### src/rtl/sram_rd_port_ctrl.sv
`default_nettype none
// ============================================================================
// Module   : sram_rd_port_ctrl
// Brief    : SRAM read-port sequencer with an in-order DEPTH-entry response FIFO
// Revision : 1.0 - initial release
// ============================================================================
module sram_rd_port_ctrl #(
    parameter int ADDR_W = 10,
    parameter int DATA_W = 16,
    parameter int DEPTH  = 2
) (
    input  logic              clk,
    input  logic              rst_n,
    input  logic              req_valid,
    input  logic [ADDR_W-1:0] req_addr,
    output logic              req_ready,
    output logic              sram_r_valid,
    output logic [ADDR_W-1:0] sram_r_addr,
    input  logic [DATA_W-1:0] sram_r_data,
    output logic              rsp_valid,
    output logic [DATA_W-1:0] rsp_data,
    input  logic              rsp_ready
);

    localparam int                   c_OCC_W     = $clog2(DEPTH + 1);
    localparam int                   c_PTR_W     = $clog2(DEPTH);
    localparam logic [c_PTR_W-1:0]   c_LAST_PTR  = c_PTR_W'(DEPTH - 1);
    localparam logic [c_OCC_W:0]     c_DEPTH_EXT = (c_OCC_W + 1)'(DEPTH);

    logic [DATA_W-1:0]  r_mem [DEPTH];
    logic [c_PTR_W-1:0] r_wr_ptr;
    logic [c_PTR_W-1:0] r_rd_ptr;
    logic [c_OCC_W-1:0] r_occ;
    logic               r_inflight;

    logic               w_push;
    logic               w_pop;
    logic               w_issue;
    logic [c_OCC_W:0]   w_level;

    // The read issued last cycle lands in the FIFO this cycle.
    assign w_push    = r_inflight;
    assign rsp_valid = (r_occ != '0);
    assign rsp_data  = r_mem[r_rd_ptr];
    assign w_pop     = rsp_valid && rsp_ready;

    // Slots committed after this cycle: buffered + in flight - leaving now.
    assign w_level   = {1'b0, r_occ}
                     + {{c_OCC_W{1'b0}}, r_inflight}
                     - {{c_OCC_W{1'b0}}, w_pop};
    assign req_ready = rst_n && (w_level < c_DEPTH_EXT);

    assign w_issue      = req_valid && req_ready;
    assign sram_r_valid = w_issue;
    assign sram_r_addr  = req_addr;

    always_ff @(posedge clk or negedge rst_n) begin
        if (!rst_n) begin
            r_inflight <= 1'b0;
            r_occ      <= '0;
            r_wr_ptr   <= '0;
            r_rd_ptr   <= '0;
        end else begin
            r_inflight <= w_issue;
            if (w_push) begin
                r_wr_ptr <= (r_wr_ptr == c_LAST_PTR) ? '0 : r_wr_ptr + c_PTR_W'(1);
            end
            if (w_pop) begin
                r_rd_ptr <= (r_rd_ptr == c_LAST_PTR) ? '0 : r_rd_ptr + c_PTR_W'(1);
            end
            if (w_push && !w_pop) begin
                r_occ <= r_occ + c_OCC_W'(1);
            end else if (!w_push && w_pop) begin
                r_occ <= r_occ - c_OCC_W'(1);
            end
        end
    end

    // Storage carries no reset; occupancy alone decides what is valid.
    always_ff @(posedge clk) begin
        if (w_push) begin
            r_mem[r_wr_ptr] <= sram_r_data;
        end
    end

endmodule
`default_nettype wire

### config.mk
export PLATFORM = sky130hd
export DESIGN_NAME = sram_rd_port_ctrl
export DESIGN_NICKNAME = d
export VERILOG_FILES = /design/src/rtl/sram_rd_port_ctrl.sv
export SDC_FILE = /design/constraint.sdc
export NUM_CORES = 1
export LEC_CHECK = 0
export ABC_CLOCK_PERIOD_IN_PS = 2460
export CAP_MARGIN = 10
export CORE_UTILIZATION = 40
export DETAILED_ROUTE_END_ITERATION = 16
export HOLD_SLACK_MARGIN = 0.03
export PLACE_DENSITY_LB_ADDON = 0.1
export SLEW_MARGIN = 40
export SYNTH_ARGS = -nofsm -noshare
export SYNTH_HDL_FRONTEND = slang
export SYNTH_SLANG_ARGS = --single-unit
### constraint.sdc
create_clock -name clk -period 2.46 [get_ports clk]
set_input_delay 0.246 -clock clk [delete_from_list [all_inputs] [get_ports clk]]
set_output_delay 0.246 -clock clk [all_outputs]
set_load 0.03 [all_outputs]
======== Yosys cells after proc, flatten, opt, wreduce, memory -nomap -nowiden ========
Memories as Yosys holds them, arrays and structs flattened.
Index checks and enable logic that the tools add are counted.
W data, S select, Z words.
word-level totals
  register bits ........................... 5
  RAM bits ................................ 32
  input bits .............................. 30
  output and inout bits ................... 29
  word-level logic and storage cells ...... 27
  memories ................................ 1
memory list
  memory  depth  bits a word  rd ports  clocked after Yosys merged registers in  write ports  RTL line  RTL
  r_mem   2      16           1         0                                        1            30        logic [DATA_W-1:0] r_mem [DEPTH];
cells by class
  add/subtract/negate cells ............... 6
  magnitude comparators ................... 1
  mux-type cells .......................... 6
  reductions and logical operators ........ 9
operators by type and width
  kind                   count
  $logic_and A1 B1 Y1    5
  $mux W1                4
  $mux W2                2
  $reduce_bool A2 Y1     2
  $add A2 B1 Y3          1
  $lt A3 B2 Y1 const B   1
  $sub A3 B1 Y3          1
  $add A1 B1 Y1 const B  2
  $add A2 B1 Y2 const B  1
  $logic_not A1 Y1       2
  $sub A2 B1 Y2 const B  1

======== Longest topological paths before layout ========
Gate-level depths: netlist of the first run.
  depth after elaboration ................. 6
  mapped depth ............................ 9
  depth with buffers taken out ............ 9

======== Worst setup path before layout of the first run ========
No wires, ideal clock.
  path type ............................... flip-flop to output port
  start ................................... reg r_occ[1]
  end ..................................... out sram_r_valid
  data arrival time ....................... 2.283 ns
  required time ........................... 2.214 ns
  path slack .............................. -0.069 ns
  stages on the path, launching flop included .. 10
  path buffers ............................ 0
  cell sequence ........................... dfrtp_1 or2_4 nand2_2 inv_1 ha_1 nand2b_1 fa_1 xnor2_1 and3_4 and2_4
between the ends
  cells in the longest elaborated chain, start to end .. 6
  elaborated cells on any way between the ends .. 7
  classes of those cells .................. add/sub: 2; order compare: 1; reduce/logical: 4
ends and longest elaborated chain
  what                    RTL line  RTL
  start, declared         33        logic [c_OCC_W-1:0] r_occ;
  start signal, assigned  72        r_occ <= r_occ + c_OCC_W'(1);
  start signal, assigned  74        r_occ <= r_occ - c_OCC_W'(1);
  $reduce_bool A2 Y1      43        assign rsp_valid = (r_occ != '0);
  net rsp_valid           20        output logic rsp_valid,
  $logic_and A1 B1 Y1     45        assign w_pop = rsp_valid && rsp_ready;
  net w_pop               37        logic w_pop;
  $sub A3 B1 Y3           50        - {{c_OCC_W{1'b0}}, w_pop};
  $lt A3 B2 Y1            51        assign req_ready = rst_n && (w_level < c_DEPTH_EXT);
  $logic_and A1 B1 Y1     51
  net req_ready           16        output logic req_ready,
  $logic_and A1 B1 Y1     53        assign w_issue = req_valid && req_ready;
  end, declared           17        output logic sram_r_valid,
The timed path passes the listed nets, and every way through them passes these cells.

======== Worst setup path in the final report of the first run ========
  start ................................... reg r_occ[0]
  end ..................................... out sram_r_valid
between the ends
  cells in the longest elaborated chain, start to end .. 6
  elaborated cells on any way between the ends .. 7
  classes of those cells .................. add/sub: 2; order compare: 1; reduce/logical: 4
ends and longest elaborated chain
  what                 RTL line
  $reduce_bool A2 Y1   43
  $logic_and A1 B1 Y1  45
  net w_pop            37
  $sub A3 B1 Y3        50
  $lt A3 B2 Y1         51
  $logic_and A1 B1 Y1  51
  $logic_and A1 B1 Y1  53
The timed path passes the listed nets, and every way through them passes these cells.

==> results of run 1 <==
critical path: stages, from the launching register on:
cell	delay [ns]
dfrtp_1	0.38
or2_4	0.27
nand2_4	0.07
inv_2	0.04
ha_4	0.21
nand2b_4	0.13
fa_2	0.52
and3_4	0.17
and2_4	0.14
buf_6	0.12
power by group through the flow:
stage	Clock [W]	Combinational, W	Sequential [W]
6_report	0.000491	0.00117	0.000871
5_1_grt	0.000531	0.00124	0.000882
4_1_cts	0.000504	0.00116	0.000872
3_5_place_dp	0	0.00111	0.000886
3_3_place_gp	0	0.00110	0.000882
2_1_floorplan	0	0.000794	0.000870
metal layers:
layer	global-route usage (%)	share of wire, %
met1	14.0	43
met2	21.1	51
met3	3.35	4.8
met4	5.28	1.7
met5	0	0
cells in the final DEF, fill, tap and decap left out, drive strengths merged:
cell,Yosys,routed
nand2b,1,1
bufinv,0,1
and3,1,1
and2,2,2
clkbuf,0,6
buf,12,9
mux2,16,16
fa,1,1
clkdlybuf4s50,0,36
or2,1,1
xnor2,3,3
xor2,3,3
ha,2,2
dfrtp,5,5
nor2,2,2
edfxtp,32,32
nand2,1,1
inv,2,2
clkinv,0,1
metrics by stage:
| step | cells | hold slack [ns] | utilization, % | worst slack (ns) | area, um^2 |
|---|---|---|---|---|---|
| floorplan | 84 | -0.0496 | - | 0.0128 | 1580 |
| global placement | 164 | 0.478 | 53.0 | 0.0118 | 1970 |
| detailed placement | 164 | 0.474 | 53.0 | -0.0266 | 1970 |
| CTS | 173 | 0.208 | 56.5 | -0.105 | 2100 |
| global route | 173 | 0.216 | 56.7 | -0.169 | 2110 |
| finish | 173 | 0.202 | 56.7 | -0.104 | 2110 |
cell type report:
class / count / area, um^2 / share of cell area (%)
repair buffers: 45 / 444 / 21.1
flip-flops and latches: 37 / 1090 / 51.6
clock buffers: 6 / 72.6 / 3.45
clock inverters: 2 / 33.8 / 1.60
multi-input cells: 33 / 402 / 19.1
inverters: 2 / 7.51 / 0.357
well taps: 48 / 60.1 / 2.85
timing repair:
| item | 4_1_cts | 5_1_grt |
|---|---|---|
| setup endpoints to repair | 2 | 2 |
| resized for setup | 4 | 1 |
| pin swaps | 2 | 1 |
| setup buffers | 1 | 0 |
registers in the layout, indices dropped and copies added (netlist names):
register / count
r_wr_ptr: 1
r_rd_ptr: 1
r_mem: 32
r_inflight: 1
r_occ: 2
how the worst max path moves through the flow:
stage	slack (ns)	to	cells after the start	startpoint
final	-0.10	sram_r_valid	9	r_occ[0]
after global routing	-0.17	sram_r_valid	9	r_occ[1]
after CTS	-0.11	sram_r_valid	9	r_occ[1]
after detailed placement	-0.03	sram_r_valid	10	rsp_ready
after global placement	0.01	sram_r_valid	10	rsp_ready
after floorplan	0.01	sram_r_valid	9	r_occ[1]
logic make-up after synthesis:
kind of cell  after synthesis  synth area share (%)
flops                      37                  69.3
mux                        16                  13.7
buf+inv                    14                  7.27
simple gates                8                  3.52
xor+xnor                    6                  3.36
fa+ha+maj                   3                  2.88
==> impl_metrics.tcl, run 1 <==
set metrics [dict create \
    r2r_slack_ns 0.47 \
    synthTopCellsByArea "edfxtp_1, mux2_4, dfrtp_1" \
    ys.flop_type "edfxtp_1" \
    p_comb_share_pct 46.2 \
    fmax_mhz 390 \
    grt-ovfl-total 0 \
    grt_pass1_vias 792 \
    start_util_pct 42.2 \
    antennaDiodeCount 0 \
    power_switching_w 0.000815 \
    seq_area_frac_synth_pct 69.3 \
    max_slew_margin_pct 50.7 \
    synth_area_um2 1570 \
    slew_violations 0 \
    antenna_found_initial 0 \
    power.internal_w 0.00172 \
    synth_cells 84 \
    grt_pass1_wl_um 3660 \
    setup_tns_ns -0.104 \
    ir_drop_uv 668 \
    yosys.area.top_type_share_pct 61.3 \
    outcome "complete, but fails checks" \
    syn_to_final_growth_pct 34.4 \
    crit_fanout 2 \
    final_hold_viol_count 0 \
    cts.sinks 37 \
    final_net_count 157 \
    cp.required_ns 2.21 \
    powerDensity_nw_per_um2 1200 \
    grtUsageTotal_pct 12.2 \
    die_w_um 64.6 \
    cap_viol_max_count 0 \
    arrival_ns 2.32 \
    floorplan.rows 22 \
    setup_slack_ns -0.104 \
    fin_crit_sh_pct 104 \
    die_area_um2 4170 \
    clockPowerShare_pct 19.4 \
    period_needed_ns 2.56 \
    setup_viol 1 \
    synthTopCellsByCount "edfxtp_1, buf_4, mux2_4, mux2_2, dfrtp_1" \
    violations "negative setup slack" \
    place.gp.congestion 0.684 \
    num_vias 785 \
    drc 0 \
    drt-vias-per-instance 4.54 \
    ys_ff_latch 37 \
    io_buffers 38 \
    critPathLaunchType "register" \
    hpwl_um 1660 \
    cts_tree "built" \
    hp-class "in2async" \
    synth_nets 117 \
    swShare_pct 32.2 \
    clock_latency_ns 0.28 \
    drtAntennaViolNets 0 \
    synth_edf_count 32 \
    ff2ff_path_depth 9 \
    yosysWarningCount 0 \
    synthArstFlopShare_pct 13.5 \
    path_class "reg2out" \
    ios 59 \
    htree_num_levels 2 \
    p_seq_share_pct 34.4 \
    fin_worst_skew_ns 0.00473 \
    critPathCaptureType "output port" \
    synth_most_common_cell "edfxtp_1" \
    p_leak_nw 0.785 \
    die_h_um 64.6 \
    dr.pass1.iters 2 \
    ctsHoldBuffers 0 \
    drt-total-wl_um 2360 \
    clockRootBuffer "clkbuf_8" \
    avgSynthCellArea_um2 18.6 \
    wl_per_cell_um 13.6 \
    grt_max_degree 17 \
    cts.clk_slew.worst_paths_ns 0.07 \
    drtIter0Drc 29 \
    rsz0062_at_grt "yes" \
    fillers 312 \
    coreArea_um2 3720 \
    yosysTopAreaCell "edfxtp_1" \
    numCtsBuffers 5 \
    reg2reg_from "r_occ[0]" \
    layout-drive-gt1-share_pct 32.0 \
    power_w 0.00253 \
    clk_path_buf_depth 2 \
    tightest_slew_ns 0.740 \
    ys_types 19 \
    rr_endpoint "r_inflight" \
]
Power figures use the tool's default switching activity.
==> inputs of run 2 (changes only) <==
Settings changed: REMOVE_ABC_BUFFERS set to 1.
==> run 2 against run 1 <==
  * Register-to-register slack worse by 0.02 ns
  * Clock power up 23%
  * Global-route usage up 0.91 points
  * Flip-flop and latch count unchanged
  * The flow still finishes with violations (negative setup slack)
  * Largest cell class unchanged
  * Non-clock buffer count up 1
  * Via count up 2.5%
==> impl_metrics.tcl, run 2 (same netlist as run 1, synthesis figures left out) <==
set metrics [dict create \
    outcome "complete, but fails checks" \
    violations "negative setup slack" \
    ios 59 \
    die_w_um 64.6 \
    max_slew_margin_pct 72.2 \
    cap_viol_max_count 0 \
    largest_reg_flops 32 \
    antennaDiodeCount 0 \
    utilization_pct 57.6 \
    coreArea_um2 3720 \
    grt-ovfl-total 0 \
    largest-register "r_mem" \
    setup_viol 2 \
    place.gp.congestion 0.621 \
    io_buffers 38 \
    layout_common_cells "clkdlybuf4s50_1, edfxtp_1, mux2_4, buf_4, mux2_2" \
    final_hold_viol_count 0 \
    cts.sinks 37 \
    critPathCaptureType "output port" \
    grt_pass1_vias 855 \
    clock_latency_ns 0.28 \
    grt_max_degree 17 \
    fmax_mhz 388 \
    crit_fanout 2 \
    cp.required_ns 2.21 \
    largestRegisters "r_mem: 32 flops, r_occ: 2 flops" \
    numCtsBuffers 5 \
    slew_violations 0 \
    busiest_layer "met2" \
    critPathLaunchType "register" \
    clk_path_buf_depth 2 \
    powerDensity_nw_per_um2 1230 \
    layout-drive-gt1-share_pct 34.9 \
    worstPathCellList "or2_4 > nand2_4 > inv_2 > ha_4 > nand2b_4 > fa_2 > and3_4 > and2_4 > buf_6" \
    syn_to_final_growth_pct 36.7 \
    fillers 312 \
    period_needed_ns 2.58 \
    drtAntennaViolNets 0 \
    finalNonFillerCells 174 \
    grtUsageTotal_pct 13.1 \
    dr.pass1.iters 4 \
    fin_crit_sh_pct 105 \
    seq_area_um2 1090 \
    drtIter0Drc 12 \
    met3_usage_pct 6.16 \
    floorplan.rows 22 \
    drt-vias-per-instance 4.63 \
    p_leak_nw 0.807 \
    path_class "reg2out" \
    die_h_um 64.6 \
    cpPeakStageDelay_ns 0.52 \
    ir_drop_uv 740 \
    final_common_cell "clkdlybuf4s50_1" \
    grt_pass1_wl_um 3970 \
    gr-usage-met1_pct 15.9 \
    drc 0 \
    num_vias 805 \
    fin_worst_skew_ns 0.00421 \
    drt-total-wl_um 2420 \
    grtUsageMet2_pct 19.2 \
    htree_num_levels 2 \
    hpwl_um 1560 \
    final_net_count 158 \
    hp-class "in2async" \
    start_util_pct 42.2 \
    tightest_slew_ns 0.416 \
    path_delay_family "simple AND/OR/NAND/NOR gates" \
    critPathBufInv 2 \
    cpMaxStageDelayCell "fa_2" \
    multi_input_comb_area_um2 403 \
    wl_per_cell_um 13.9 \
    cts_tree "built" \
    setup_slack_ns -0.119 \
    rsz0062_at_grt "yes" \
    clockRootBuffer "clkbuf_8" \
    arrival_ns 2.33 \
    die_area_um2 4170 \
    antenna_found_initial 0 \
    placed_cells 165 \
    cts.clk_slew.worst_paths_ns 0.07 \
]
==> run 2: changes by cell type in the layout (fill, tap and decap cells not counted) <==
| cell | delta |
|---|---|
| and2_1 | -1 |
| clkinv_2 | +1 |
| and2_2 | +1 |
| clkbuf_1 | -1 |
| buf_4 | +1 |
| clkinv_1 | -1 |
| bufinv_16 | +1 |
==> run 2: cell type report <==
cell class	count	share of cell area, %
clock buffer	5	3.21
clock inverter	3	3.04
inverter	2	0.350
multi-input combinational	33	18.8
sequential	37	50.7
tap	48	2.80
timing repair buffer	46	21.1
==> run 2: what timing repair did <==
action	CTS	global route
setup endpoints to repair	2	2
gates resized for setup	5	2
hold buffers	0	0
pin swaps	3	2
buffers inserted	1	0
==> run 2: layer usage <==
metal	routed length [um]	part of all wire [%]
met4	38	1.6
met1	1010	42
met3	223	9.2
met2	1150	47
met5	0	0
==> run 2: worst paths after layout <==
check	startpoint	endpoint	slack [ns]	depth (start not counted)
min in group clk	req_addr[0]	sram_r_addr[0]	0.49	0
worst max-delay path	r_occ[0]	sram_r_valid	-0.12	9
worst max register to register	r_occ[0]	r_inflight	0.45	9
worst min-delay path	rst_n	r_occ[1]	0.21	1
max in group asynchronous	rst_n	r_occ[0]	2.03	1
worst min register to register	r_wr_ptr	r_wr_ptr	0.49	1
==> run 2: power breakdown <==
group | switching, W | internal, W | total (W) | leakage [nW]
sequential | 0.0000594 | 0.000810 | 0.000869 | 0.350
combinational | 0.000561 | 0.000608 | 0.00117 | 0.389
clock | 0.000199 | 0.000402 | 0.000602 | 0.0681
==> run 2: stage by stage <==
step	setup WS (ns)	cell area, um^2	setup TNS, ns	hold slack, ns	total power, W
floorplan	-0.0687	1460	-0.0687	-0.0496	0.00156
global placement	0.0447	1960	0	0.468	0.00197
detailed placement	-0.00497	1960	-0.00497	0.477	0.00198
CTS	-0.135	2130	-0.154	0.198	0.00265
global route	-0.209	2140	-0.298	0.210	0.00278
finish	-0.119	2140	-0.124	0.206	0.00264
==> run 2: worst register-to-register path, stage by stage (launching register included) <==
cell and delay, ns:
dfrtp_1 0.38, or2_4 0.27, nand2_4 0.07, inv_2 0.04, ha_4 0.20, nand2b_4 0.13
fa_2 0.35, xnor2_2 0.14, and3_4 0.18, and2_4 0.15
